--- src/rtl/fetch_unit.sv ---
// Instruction fetch stage: PC, imem addressing, 2-entry instruction buffer, branch redirect.
// Optional zero-word halt detection is enabled by defining FETCH_HALT_DETECT_EN.
//
// state | meaning
// FETCH | fetching sequentially whenever the buffer has room (or is popping)
// HALT  | all-zero word seen; no fetch, buffer drains; left only by redirect or reset
module fetch_unit #(
  parameter logic [15:0] RESET_PC  = 16'h0000,
  parameter int          MEM_DEPTH = 256
) (
  input  logic        clk,
  input  logic        reset,
  output logic [15:0] imem_addr,
  input  logic [31:0] imem_data,
  input  logic        stall,
  input  logic        redirect,
  input  logic [15:0] redirect_pc,
  output logic        inst_valid,
  input  logic        inst_ready,
  output logic [31:0] inst_out,
  output logic [15:0] pc_out,
  output logic        halted
);

  // MEM_DEPTH is a power of two, so the wrap of a redirect target is a mask
  localparam logic [15:0] PC_LAST = 16'(MEM_DEPTH - 1);
  localparam logic [15:0] PC_MASK = PC_LAST;

  typedef enum logic {
    FETCH = 1'b0,
    HALT  = 1'b1
  } state_t;

  state_t      state;
  logic [15:0] pc;
  logic [1:0]  count;
  logic [15:0] pc0, pc1;
  logic [31:0] ins0, ins1;

  logic        pop;
  logic        fetch_en;
  logic        zero_hit;
  logic        push;
  logic [15:0] pc_next;

  assign pop      = (count != 2'd0) & inst_ready;
  assign fetch_en = (state == FETCH) & ~stall & ~redirect & ((count != 2'd2) | pop);

`ifdef FETCH_HALT_DETECT_EN
  assign zero_hit = fetch_en & (imem_data == 32'h0);
`else
  assign zero_hit = 1'b0;
  assign halted   = 1'b0;
`endif

  assign push    = fetch_en & ~zero_hit;
  assign pc_next = (pc == PC_LAST) ? 16'h0000 : pc + 16'd1;

  always_ff @(posedge clk or negedge reset) begin
    if (!reset) begin
      state <= FETCH;
      pc    <= RESET_PC;
      count <= 2'd0;
      pc0   <= 16'h0;
      pc1   <= 16'h0;
      ins0  <= 32'h0;
      ins1  <= 32'h0;
`ifdef FETCH_HALT_DETECT_EN
      halted <= 1'b0;
`endif
    end else if (redirect) begin
      // flush wins over any pop or push in the same cycle
      state <= FETCH;
      pc    <= redirect_pc & PC_MASK;
      count <= 2'd0;
`ifdef FETCH_HALT_DETECT_EN
      halted <= 1'b0;
`endif
    end else begin
      if (push)
        pc <= pc_next;
`ifdef FETCH_HALT_DETECT_EN
      if (zero_hit) begin
        state  <= HALT;
        halted <= 1'b1;
      end
`endif
      case ({push, pop})
        2'b10: begin
          if (count == 2'd0) begin
            pc0  <= pc;
            ins0 <= imem_data;
          end else begin
            pc1  <= pc;
            ins1 <= imem_data;
          end
          count <= count + 2'd1;
        end
        2'b01: begin
          pc0   <= pc1;
          ins0  <= ins1;
          count <= count - 2'd1;
        end
        2'b11: begin
          if (count == 2'd1) begin
            pc0  <= pc;
            ins0 <= imem_data;
          end else begin
            pc0  <= pc1;
            ins0 <= ins1;
            pc1  <= pc;
            ins1 <= imem_data;
          end
        end
        default: ;
      endcase
    end
  end

  assign imem_addr  = pc;
  assign inst_valid = (count != 2'd0);
  assign inst_out   = inst_valid ? ins0 : 32'h0;
  assign pc_out     = inst_valid ? pc0 : 16'h0;

endmodule

--- config.mk ---
export PLATFORM = sky130hd
export DESIGN_NAME = fetch_unit
export DESIGN_NICKNAME = d
export VERILOG_FILES = /design/src/rtl/fetch_unit.sv
export SDC_FILE = /design/constraint.sdc
export NUM_CORES = 1
export LEC_CHECK = 0
export CORE_MARGIN = 8
export CORE_UTILIZATION = 45
export DETAILED_ROUTE_END_ITERATION = 6
export GPL_TIMING_DRIVEN = 0
export PLACE_DENSITY = 0.7
export SLEW_MARGIN = 0
export SYNTH_ARGS = -nofsm -noshare
export SYNTH_HDL_FRONTEND = slang
export SYNTH_SLANG_ARGS = --single-unit
--- constraint.sdc ---
create_clock -name clk -period 2.25 [get_ports clk]
set_input_delay 0.45 -clock clk [delete_from_list [all_inputs] [get_ports clk]]
set_output_delay 0.45 -clock clk [all_outputs]
set_load 0.05 [all_outputs]
== Word level (Yosys, flattened, before mapping) ==
Index checks and enable logic that the tools add are counted.

* Bits in registers: 114
* Output and inout bits: 66
* Word-level logic and storage cells: 51
* Input bits: 53

* Add/subtract/negate cells: 3
* Reduce and logical (&&, ||, !) cells: 8
* Bitwise operators: 6
* Eq/ne operators: 9
* Mux-type cells: 19

{| class="wikitable"
|+ Operator list
! kind !! count
|-
| 32-bit 2-to-1 mux || 5
|-
| 16-bit 2-to-1 mux || 8
|-
| 32-bit case mux with 3 select lines || 1
|-
| 32-bit case mux with 2 select lines || 1
|-
| 16-bit case mux with 3 select lines || 1
|-
| 16-bit case mux with 2 select lines || 1
|-
| 16-bit by 1-bit adder with 16-bit output, second input constant || 1
|-
| 16-bit by 8-bit equality test with 1-bit output, second input constant || 1
|-
| 2-bit inequality test, second input constant || 4
|-
| 2-bit nonzero test || 3
|-
| 3-bit nonzero test || 2
|-
| 2-bit by 1-bit equality test with 1-bit output, second input constant || 2
|-
| 2-bit equality test, second input constant || 2
|-
| 2-bit case mux with 2 select lines || 1
|-
| 4-bit AND reduction || 1
|-
| 1-bit AND || 3
|-
| 3-bit AND reduction || 1
|-
| 2-bit by 1-bit adder with 2-bit output, second input constant || 1
|-
| 2-bit logical NOT || 1
|-
| 2-bit 2-to-1 mux || 1
|-
| 1-bit inverter || 2
|-
| 2-bit by 1-bit subtractor with 2-bit output, second input constant || 1
|-
| 1-bit bitwise OR || 1
|}

== Logic depth before layout (Yosys ltp) ==
* Depth in word-level cells: 7
* Gate-level depth with buffers: 9
* Gate-level depth less buffers: 7

== Least setup slack after synthesis ==
No wires, ideal clock.

* Kind: reg2out
* Start: reg count[0]
* End: out inst_out[26]
* Path buffers: 2
* Arrival time: 1.768 ns
* Stages on the path, launching flop included: 6
* Required time: 1.800 ns
* Setup slack: 0.032 ns
* Cell sequence: dfrtp_1 -> inv_1 -> ha_1 -> clkbuf_1 -> clkbuf_1 -> nor2b_1

* Word-level cells in the longest chain between the ends: 2

{| class="wikitable"
|+ RTL lines
! what !! RTL line !! RTL
|-
| start, declared || 36 || <nowiki>logic [1:0] count;</nowiki>
|-
| start signal, assigned || 97 || <nowiki>count <= count + 2'd1;</nowiki>
|-
| start signal, assigned || 102 || <nowiki>count <= count - 2'd1;</nowiki>
|-
| 2-bit nonzero test || 121 || <nowiki>assign inst_valid = (count != 2'd0);</nowiki>
|-
| 32-bit 2-to-1 mux || 122 || <nowiki>assign inst_out = inst_valid ? ins0 : 32'h0;</nowiki>
|-
| end, declared || 20 || <nowiki>output logic [31:0] inst_out,</nowiki>
|}

Every way passes these cells.

== Worst setup path after layout ==
* Start: reg pc[4] (netlist: imem_addr[4])
* End: out imem_addr[4]

{| class="wikitable"
|+ RTL lines
! what !! RTL line !! RTL
|-
| start, declared || 35 || <nowiki>logic [15:0] pc;</nowiki>
|-
| start signal, assigned || 74 || <nowiki>pc <= redirect_pc & PC_MASK;</nowiki>
|-
| start signal, assigned || 81 || <nowiki>pc <= pc_next;</nowiki>
|-
| end, declared || 13 || <nowiki>output logic [15:0] imem_addr,</nowiki>
|}

No word-level cell between the ends.

==> metrics.md <==
| Metric | Value |
|---|---|
| Status | `finished, final reports clean` |
| Critical Path RT | `between 1.5 and 2 ns` |
| Starting Density | `0.459` |
| Delay-heaviest family, CP | `buffers and inverters` |
| Cells after Synth | `about 510` |
| Top Ports | `~120` |
| Leak pwr | `roughly 3.3 nW` |
| Wire length per cell | `about 17 um` |
| Synth area leaders | `dfrtp_1, mux2i_1, mux2_2` |
| Synth Cell Area | `0.00546 mm2` |
| Post-synth EDFFs | `0` |
| CTS tree | `done` |
| Synth Warn # | `0` |
| WL met1 | `6040 um` |
| Largest net degree at the start of global routing | `67` |
| Async SR Flop Fraction | `1.00` |
| Critical path, cell by cell | `clkdlybuf4s50_1` |
| Die Ht | `126 um` |
| Place WS | `-0.825 ns` |
| Initial DRC Count | `339` |
| FF+latch count, synth | `about 110` |
| Critical Path Max Stage Delay | `0.87 ns` |
| Peak supply drop | `around 0.00066 V` |
| Buffers & Inverters on Critical Path | `1` |
| Routed Antenna Nets | `0` |
| Count leader, synth | `dfrtp_1` |
| Die Width | `126 um` |
| Comb pwr share | `0.508` |
| Crit. End Element | `output pin` |
| Total grt overflow | `0` |
| Setup violations, final | `0` |
| Clock buffer depth | `2` |
| Ant. Diodes | `0` |
| Root Buffer | `clkbuf_16` |
| PD cells | `approximately 1600 mW/mm2` |
| Placer Congestion | `roughly 0.92` |
| Int Pwr | `around 0.0069 W` |
| Drt drc | `0` |
| First-pass GRT wire length | `between 20000 and 25000 um` |
| Clock Skew | `around 0.0070 ns` |
| Slew HR | `0.558` |
| Clock network power share | `0.214` |
| Clk Latency, worst-skew pair | `0.40 ns` |
| H-tree Lvls | `4` |
| Initial antenna violation count | `0` |
| Core Box Area | `0.0119 mm2` |
| Most frequent cells after synthesis | `dfrtp_1, nor2_1, a21oi_1` |
| P_sw | `a little over 0.005 W` |
| First-pass DRT Iterations | `5` |
| Clk sinks | `114` |
| Hold Path Class | `in -> async` |
| Crit path time final | `approximately 2.2 ns` |
| I/O Buffers | `approximately 110` |
| Dpl hpwl | `9840 um` |
| Slowest CP cell | `clkdlybuf4s50_1` |
| Cell row count | `40` |
| Seq pwr share | `0.278` |
| Synth-to-layout area growth | `36.6%` |
| Post-layout nets | `roughly 690` |
| Post-synthesis cell type with the largest combined area | `dfrtp_1` |
| Share of cells above drive strength 1 | `0.296` |
| Critical path launch point type | `flop` |
| Post-synthesis net count | `approximately 560` |
| Crit Path Class | `reg -> out` |
| Placed inst area | `around 0.0068 mm2` |
| Vias per cell | `5.33` |
| Synth cell types | `41` |
| Setup tns final | `0 ns` |
| Max-slew violations | `0` |
| Vias | `4241` |
| Switching Share | `0.429` |
| Top Layer Used | `met4` |
| Routed WL | `13800 um` |
| DR WL met3 | `between 900 and 1000 um` |
| Final Cell Area | `roughly 0.0075 mm2` |
| Synth Area per Inst | `10.8 um2` |
| Synth Flop Type | `dfrtp_1` |
| Max-cap violation count | `0` |
| CP arrival | `1.76 ns` |
| CTS buffer count | `17` |
| CP max FO | `7` |
| Tcrit/Tclk final | `0.983` |
| Worst slew pin tran | `~0.66 ns` |
| Met2 WL post-DR | `roughly 6600 um` |
| Die area | `between 0.015 and 0.02 mm2` |
| Unrepaired setup endpoints after global routing | `true` |
| Hold Buf Count CTS | `0` |
| Worst Setup Slack, final | `~0.04 ns` |
| Fin. Hold Viols | `0` |
| Highest Clock Rate | `approximately 450 MHz` |
| Clock-pin slew on the worst setup and hold paths | `around 0.050 ns` |
| Layout Utilization | `0.627` |
| Area share of the largest cell type after synthesis | `0.522` |
| Gr usage total | `0.182` |
| Vias in the first global route | `roughly 4.5k` |
| Register area share after synthesis | `0.522` |
==> final timing paths <==
check                              from      endpoint  slack (ns)  cells past startpoint
setup / recovery           imem_addr[4]  imem_addr[4]        0.04                      1
hold / removal                    reset       ins1[1]        0.07                      1
setup reg to reg           imem_addr[9]  imem_addr[8]        0.07                      6
hold reg to reg                 pc1[15]       pc1[15]        0.48                      2
max in group asynchronous         reset       pc1[14]        1.42                      2
min in group clk                pc1[15]       pc1[15]        0.48                      2
==> cell type report <==
cell class,count,area (um2)
fill,982,4450
timing repair buffer,112,1060
clock inverter,11,110
inverter,7,26.3
buffer,35,239
multi-input combinational,348,2520
sequential,114,2850
tap,147,184
clock buffer,21,470
==> power groups by stage <==
stage / combinational, W / sequential [W] / clock (W)
after global routing: 0.00657 / 0.00346 / 0.00274
after detailed placement: 0.00594 / 0.00338 / 0
after global placement: 0.00582 / 0.00333 / 0
final: 0.00614 / 0.00336 / 0.00259
after floorplan: 0.00415 / 0.00332 / 0
after CTS: 0.00594 / 0.00335 / 0.00264
==> what timing repair did <==
| item | CTS | global route |
|---|---|---|
| pin swaps | 0 | 1 |
| setup endpoints to repair | 103 | 121 |
| resized for setup | 301 | 78 |
| setup buffers | 0 | 2 |
==> layer usage <==
layer  global-route usage  up-vias
met2                0.291      142
met5                    0        -
li1                     -     2006
met4               0.0623        0
met3               0.0629       16
met1                0.224     2077
==> kinds of logic after synthesis <==
| logic type | count (synthesis) | synth area share |
|---|---|---|
| other | 1 | 0.000686 |
| adder cells (fa/ha/maj) | 4 | 0.00916 |
| flip-flops | 114 | 0.522 |
| multiplexers | 99 | 0.192 |
| AO/OA/AOI/OAI | 81 | 0.0843 |
| buffers and inverters | 43 | 0.0360 |
| XOR/XNOR | 8 | 0.0128 |
| AND/OR/NAND/NOR | 155 | 0.143 |
==> through the flow <==
stage	instances	hold WS, ns	power (W)
after floorplan	505	0.154	0.00747
final	795	0.0748	0.0121
after global placement	761	0.465	0.00915
after CTS	794	0.0908	0.0119
after detailed placement	762	0.471	0.00932
after global routing	795	0.121	0.0128
==> layout by cell type, fill, tap and decap left out, types with 6 or more instances in the layout <==
cell type | Yosys | final
dfrtp_1 | 114 | 114
nor2_1 | 63 | 63
a21oi_1 | 58 | 55
mux2i_1 | 53 | 53
clkdlybuf4s50_1 | 0 | 53
mux2_2 | 46 | 46
nor2b_1 | 50 | 29
buf_6 | 2 | 24
buf_2 | 6 | 22
nor2b_2 | 0 | 18
clkbuf_16 | 0 | 17
nand2_1 | 16 | 16
clkbuf_4 | 0 | 13
buf_4 | 3 | 10
clkbuf_2 | 1 | 9
clkinv_2 | 0 | 7
nand3_1 | 6 | 6
xor2_1 | 6 | 6
o21ai_0 | 6 | 6
==> flip-flops by register name, summed over array words and instances (netlist names) <==
name,count
ins1,32
pc1,16
imem_addr,16
pc0,16
count,2
ins0,32
Power figures use the tool's default switching activity.
